--- src/rtl/actuator_cmd_arbiter.sv ---
// Three-requester arbiter for the actuator command bus: emergency requester 0 always wins,
// requesters 1/2 share the bus round-robin with a minimum hold time and a one-cycle guard gap.
module actuator_cmd_arbiter #(
    parameter int unsigned HOLD_CYCLES = 4
) (
    input  logic       clk,
    input  logic       rst,
    input  logic       req0,
    input  logic [5:0] req0_cmd,
    input  logic       req1,
    input  logic [5:0] req1_cmd,
    input  logic       req2,
    input  logic [5:0] req2_cmd,
    output logic [2:0] grant,
    output logic [1:0] acceleration,
    output logic [1:0] steering,
    output logic [1:0] indicators,
    output logic       busy,
    output logic [7:0] preempt_count
);

    localparam int unsigned CMD_W = 6;
    localparam int unsigned CNT_W = 4;
    localparam int unsigned PC_W  = 8;
    localparam logic [CNT_W-1:0] HOLD_LOAD = CNT_W'(HOLD_CYCLES - 1);
    localparam logic [PC_W-1:0]  PC_MAX    = '1;

    typedef struct packed {
        logic [1:0] accel;
        logic [1:0] steer;
        logic [1:0] ind;
    } cmd_t;

    localparam cmd_t SAFE_CMD = cmd_t'(CMD_W'(6'b01_00_00));

    typedef enum logic [1:0] {IDLE, GRANT, GUARD} state_t;

    state_t           state;
    cmd_t             cmd_q;
    logic [CNT_W-1:0] hold_cnt;
    logic             rr_last2;   // 1: requester 2 was served last among {1,2}

    logic [2:0] pick_c;
    cmd_t       pick_cmd_c;
    cmd_t       owner_cmd_c;
    logic       owner_req_c;
    logic       other_req_c;

    function automatic cmd_t sel_cmd(input logic [2:0] sel, input logic [5:0] c0,
                                     input logic [5:0] c1, input logic [5:0] c2);
        cmd_t r;
        r = cmd_t'(c0);
        if (sel[1]) r = cmd_t'(c1);
        if (sel[2]) r = cmd_t'(c2);
        return r;
    endfunction

    // Winner for a fresh arbitration out of IDLE
    always_comb begin
        pick_c = 3'b000;
        if (req0)              pick_c = 3'b001;
        else if (req1 && req2) pick_c = rr_last2 ? 3'b010 : 3'b100;
        else if (req1)         pick_c = 3'b010;
        else if (req2)         pick_c = 3'b100;
    end

    always_comb begin
        pick_cmd_c  = sel_cmd(pick_c, req0_cmd, req1_cmd, req2_cmd);
        owner_cmd_c = sel_cmd(grant, req0_cmd, req1_cmd, req2_cmd);
        owner_req_c = |(grant & {req2, req1, req0});
        other_req_c = grant[1] ? req2 : req1;
    end

    always_ff @(posedge clk) begin
        if (rst) begin
            state         <= IDLE;
            grant         <= 3'b000;
            cmd_q         <= SAFE_CMD;
            hold_cnt      <= '0;
            preempt_count <= '0;
            rr_last2      <= 1'b1;
        end else begin
            case (state)
                IDLE: begin
                    if (|pick_c) begin
                        state    <= GRANT;
                        grant    <= pick_c;
                        cmd_q    <= pick_cmd_c;
                        hold_cnt <= HOLD_LOAD;
                        if (pick_c[1]) rr_last2 <= 1'b0;
                        if (pick_c[2]) rr_last2 <= 1'b1;
                    end
                end
                GRANT: begin
                    if (req0 && !grant[0]) begin
                        grant    <= 3'b001;
                        cmd_q    <= cmd_t'(req0_cmd);
                        hold_cnt <= HOLD_LOAD;
                        if (preempt_count != PC_MAX) preempt_count <= preempt_count + PC_W'(1);
                    end else if (!owner_req_c ||
                                 (!grant[0] && hold_cnt == '0 && other_req_c)) begin
                        state <= GUARD;
                        grant <= 3'b000;
                        cmd_q <= SAFE_CMD;
                    end else begin
                        cmd_q <= owner_cmd_c;
                        if (hold_cnt != '0) hold_cnt <= hold_cnt - CNT_W'(1);
                    end
                end
                GUARD: begin
                    if (req0) begin
                        state    <= GRANT;
                        grant    <= 3'b001;
                        cmd_q    <= cmd_t'(req0_cmd);
                        hold_cnt <= HOLD_LOAD;
                    end else begin
                        state <= IDLE;
                    end
                end
                default: begin
                    state <= IDLE;
                    grant <= 3'b000;
                    cmd_q <= SAFE_CMD;
                end
            endcase
        end
    end

    assign busy         = (state != IDLE);
    assign acceleration = cmd_q.accel;
    assign steering     = cmd_q.steer;
    assign indicators   = cmd_q.ind;

endmodule

--- config.mk ---
export PLATFORM = sky130hd
export DESIGN_NAME = actuator_cmd_arbiter
export DESIGN_NICKNAME = d
export VERILOG_FILES = /design/src/rtl/actuator_cmd_arbiter.sv
export SDC_FILE = /design/constraint.sdc
export NUM_CORES = 1
export LEC_CHECK = 0
export CORE_ASPECT_RATIO = 0.5
export CORE_MARGIN = 4
export CORE_UTILIZATION = 40
export DETAILED_ROUTE_END_ITERATION = 8
export PLACE_DENSITY = 0.67
export RECOVER_POWER = 50
export SLEW_MARGIN = 40
export SYNTH_ARGS = -nofsm -noshare
export SYNTH_HDL_FRONTEND = slang
export SYNTH_SLANG_ARGS = --single-unit
--- constraint.sdc ---
create_clock -name clk -period 3.9 [get_ports clk]
set_clock_uncertainty 0.05 [all_clocks]
set_input_delay 0.78 -clock clk [delete_from_list [all_inputs] [get_ports clk]]
set_output_delay 0.78 -clock clk [all_outputs]
set_load 0.02 [all_outputs]
After elaboration in Yosys (flattened, before gate mapping) --
Index checks and enable logic that the tools add are counted.
Storage, ports and cells: register bits after elaboration 24, output and inout port bits 18, word-level logic and storage cells 75
Cells by class: add/sub/neg operators 2, eq/ne operators 10, muxes and demuxes 33, bitwise gates (word level) 1, reduce and logical (&&, ||, !) cells 21
Operator list (number):
- 6-bit 2-to-1 mux | 8
- 3-bit 2-to-1 mux | 9
- 4-bit 2-to-1 mux | 5
- 6-bit case mux with 3 select lines | 1
- 4-bit case mux with 3 select lines | 1
- 3-bit AND reduction | 4
- 3-bit != test (second input constant) | 3
- 3-bit case mux with 3 select lines | 1
- 8-bit by 1-bit adder with 8-bit output (second input constant) | 1
- 2-bit != test (second input constant) | 4
- 8-bit != test (second input constant) | 1
- 2-bit 2-to-1 mux | 3
- 2-bit case mux with 3 select lines | 1
- 3-bit OR reduction | 2
- 5-bit AND reduction | 1
- 1-bit logical AND | 4
- 4-bit zero test | 1
- 1-bit 2-to-1 mux | 4
- 2-bit nonzero test | 2
- 4-bit nonzero test | 1
- 4-bit by 1-bit subtractor with 4-bit output (second input constant) | 1
- 3-bit AND | 1
- 3-bit nonzero test | 1
- 2-bit by 1-bit equality test with 1-bit output (second input constant) | 1
- 5 further kinds | 6

Longest topological paths before layout --
word-level depth 8, depth in mapped cells 6, mapped depth without buffers 6

Worst setup path before layout --
Ideal clock, no wire load.
path type input port to flip-flop, from input req0, to register cmd_q, in the netlist acceleration[0], setup time 0.078 ns, arrival time 1.909 ns, data required time 3.772 ns, setup slack 1.863 ns, cell stages on the path 4, buffers on the path 0, cells stage by stage a222oi_1 -> a21oi_2 -> a311o_1 -> a32oi_1
On the way: word-level cells in the longest chain between the ends 7
Ends and longest elaborated chain:
- start: declaration | RTL line 8 | input logic req0,
- 3-bit AND | RTL line 70 | owner_req_c = |(grant & {req2, req1, req0});
- 3-bit OR reduction | RTL line 70
- 1-bit zero test | RTL line 100 | end else if (!owner_req_c ||
- 1-bit logical OR | RTL line 100
- 6-bit 2-to-1 mux | RTL line 100
- 6-bit 2-to-1 mux | RTL line 95 | if (req0 && !grant[0]) begin
- 6-bit case mux with 3 select lines | RTL line 83 | case (state)
- end signal: assignment | RTL line 88 | cmd_q <= pick_cmd_c;
- end signal: assignment | RTL line 97 | cmd_q <= cmd_t'(req0_cmd);
- end signal: assignment | RTL line 106 | cmd_q <= owner_cmd_c;
- end: declaration | RTL line 39 | cmd_t cmd_q;
Several ways; a longest one is shown, not always the timed one. The select of a mux whose other input is x is not followed. A chain may end at the register's enable or synchronous reset.

Final worst setup path --
from register state[0], to output busy
On the way: word-level cells in the longest chain between the ends 1
Ends and longest elaborated chain:
- start: declaration | RTL line 38 | state_t state;
- start signal: assignment | RTL line 76 | state <= IDLE;
- start signal: assignment | RTL line 86 | state <= GRANT;
- start signal: assignment | RTL line 102 | state <= GUARD;
- 2-bit nonzero test | RTL line 129 | assign busy = (state != IDLE);
- end: declaration | RTL line 18 | output logic busy,
No other way between the ends.

==> run summary <==
maximum number of buffers from clock root to sink: 2
EDFF count, synth: 0
Top Ports: 41
n_diodes: 0
Reg2Reg Depth: 4
first drt pass iteration count: 4
violation count after the first detailed-routing iteration: 142
Worst Path Max Fanout: 12
syn nets: 221
Initial Utilization: 41.7%
startpoint type of the worst setup path: register
Setup Total Neg Slack: 0 ps
final WL: 4.46 mm
WL per Instance: 15.5 um
count of vias placed by the detailed router: 1699
clock-pin slew on the worst setup and hold paths: 90 ps
leading cell type by number of instances after synthesis: sky130_fd_sc_hd__dfxtp_1
chip width: 98.5 um
Worst slew margin: 44.8%
startpoint of the lowest-slack hold path: rr_last2
Post-DRT Antenna Nets: 0
post-route design area: 0.00211 mm^2
Hold WC Path Type: register to register
synthesis-stage register bit count: 24
number of slew-limit violations in the final report: 0
sequential area share after synthesis: 29.3%
Worst VDD drop: 0.175 mV
Cells on Worst Hold Path: 2
fraction of final layout cells with drive strength greater than 1: 8.58%
source-to-sink clock delay at the later pin of the worst-skew pair: 270 ps
status: finished clean
vias in the first global route: 1619
count of maximum capacitance violations: 0
number of remaining DRC errors: 0
initial antenna violation count: 0
Critical Path Sink Type: output port
Max H-tree Level: 1
Chip Height: 53.2 um
library cells used by synthesis: 59
final weighted congestion of routability-driven global placement: 0.806
number of buffers inserted by post-CTS setup repair: 0
HPWL Detailed: 3.18 mm
Synth top cells by count: 24 x sky130_fd_sc_hd__dfxtp_1, 14 x sky130_fd_sc_hd__nor2_1, 11 x sky130_fd_sc_hd__nand2_1, 11 x sky130_fd_sc_hd__o21ai_0
Slew @ Worst Pin: 826 ps
commonest register cell after synthesis: sky130_fd_sc_hd__dfxtp_1
die area: 0.00524 mm^2
unrepaired setup endpoints after global routing: false
number of buffers added to fix hold violations after cts: 0
Reg-to-Reg End: hold_cnt[1]
slack of the worst reg-to-reg path: 1690 ps
area delta synth->final: 29.1%
total CTS buffers: 3
top area cells in the synthesized netlist: sky130_fd_sc_hd__dfxtp_1 29%, sky130_fd_sc_hd__mux2i_1 4.3%, sky130_fd_sc_hd__o21ai_0 3.4%, sky130_fd_sc_hd__nor2_1 3.2%, sky130_fd_sc_hd__a21oi_1 3.1%
share of synthesized registers carrying an async set or reset: 0%
Design Power: 715 uW
Ys Warns: 0
number of buffers inserted by port buffering: 40
Leakage Power: 0.737 nW
root buffer cell: sky130_fd_sc_hd__clkbuf_8
Clock Sinks: 24
setup violation total in the final timing report: 0
clock tree from TritonCTS: done
cell type with the highest aggregate area in the netlist: sky130_fd_sc_hd__dfxtp_1
critical path arrival: 1900 ps
number of placement rows: 16
required time of the critical path: 3070 ps
post-synthesis cell count: 196
number of gates resized after cts: 0
Via-to-Cell Ratio: 5.92
end of the worst hold path: rr_last2
GRT Total Usage: 17.6%
wire length of the first global-routing pass: 7.49 mm
fill cell instance count of the final layout: 374
power density over the cells: 338 mW/mm^2
Synth top area share: 29.3%
Hold Vio Cnt, Final: 0
startpoint of the worst-slack reg-to-reg timing path: grant[1]
final critical delay including setup and external delays: 2730 ps
core area: 0.00392 mm^2
crit share post-route: 70.1%
maximum frequency from static timing analysis: 366 MHz
final layout net count: 259
post-synthesis area per instance: 8.36 um^2
sum of overflow across all layers after global routing: 0
path type of the worst setup path: register to output port
area after detailed placement: 0.00205 mm^2
maximum number of pins on one net before global-route repair: 23
total standard cell area after synthesis: 0.00164 mm^2
-- worst max-delay path, cell delays in order, from the launching register on --
cell and delay, ps:
sky130_fd_sc_hd__dfxtp_1 430, sky130_fd_sc_hd__nor2_1 450, sky130_fd_sc_hd__inv_1 170, sky130_fd_sc_hd__clkdlybuf4s50_1 580
-- worst max path at each step --
stage	startpoint	end	slack (ps)
floorplan	req0	acceleration[0]	1860
global placement	req0	acceleration[0]	1090
detailed placement	req0	acceleration[0]	1030
CTS	state[0]	busy	1150
global route	req0	hold_cnt[1]	990
finish	state[0]	busy	1170
-- cell type report --
class / instances / area (um^2) / share of cell area [%]
Sequential cell: 24 / 480 / 22.7
Multi-Input combinational cell: 157 / 1060 / 50.0
Clock inverter: 1 / 30.0 / 1.42
Inverter: 6 / 22.5 / 1.07
Tap cell: 54 / 67.6 / 3.20
Clock buffer: 3 / 41.3 / 1.95
Timing Repair Buffer: 42 / 415 / 19.6
-- report_power, final --
part | internal (mW) | switching, mW | leakage [nW]
clock | 0.137 | 0.0841 | 0.0357
combinational | 0.0984 | 0.110 | 0.505
sequential | 0.264 | 0.0208 | 0.196
-- per-layer routing --
layer	up-vias	part of all wire (%)	track usage (%)
met5	-	0	0
met1	809	47	22.3
met3	2	6.3	4.74
met4	0	0.31	1.81
met2	50	46	31.3
li1	838	-	-
-- state kept, by name (all words and copies together), names as in the netlist --
name,count
preempt_count,8
hold_cnt,4
grant,3
acceleration,2
indicators,2
state,2
steering,2
rr_last2,1
-- per-stage QoR --
step | setup WS [ps] | instances | util [%] | hold slack, ps
final | 1170 | 287 | 53.9 | 436
after floorplan | 1860 | 196 | - | 400
after global routing | 992 | 287 | 53.9 | 468
after CTS | 1150 | 287 | 54.0 | 440
after global placement | 1090 | 283 | 52.2 | 422
after detailed placement | 1030 | 283 | 52.2 | 429
-- cells by family (layout without fill, tap and decap cells) --
logic type / after synthesis / in the layout / synth area share, %
compound gates: 67 / 67 / 29.6
buf+inv: 15 / 52 / 5.88
flops: 24 / 24 / 29.3
simple gates: 76 / 76 / 26.4
mux: 9 / 9 / 5.65
fa+ha+maj: 2 / 2 / 1.53
xor+xnor: 3 / 3 / 1.60
-- placed cells by master (no fill, tap or decap), types with 4 or more instances in the layout --
master                            netlist  final
sky130_fd_sc_hd__o21a_1                 6      6
sky130_fd_sc_hd__dfxtp_1               24     24
sky130_fd_sc_hd__inv_1                  6      6
sky130_fd_sc_hd__mux2i_1                7      7
sky130_fd_sc_hd__nand2_1               11     11
sky130_fd_sc_hd__nor2_1                14     14
sky130_fd_sc_hd__nor3_1                 7      7
sky130_fd_sc_hd__clkdlybuf4s50_1        0     23
sky130_fd_sc_hd__nand4_1                4      4
sky130_fd_sc_hd__o221ai_1               5      5
sky130_fd_sc_hd__o211ai_1               5      5
sky130_fd_sc_hd__o21ai_0               11     11
sky130_fd_sc_hd__nand3_1               10     10
sky130_fd_sc_hd__a21oi_1               10     11
sky130_fd_sc_hd__nand2b_1               5      5
sky130_fd_sc_hd__dlygate4sd3_1          0     17
sky130_fd_sc_hd__a22oi_1                4      4
sky130_fd_sc_hd__a311oi_1               4      4
Power figures use the tool's default switching activity.
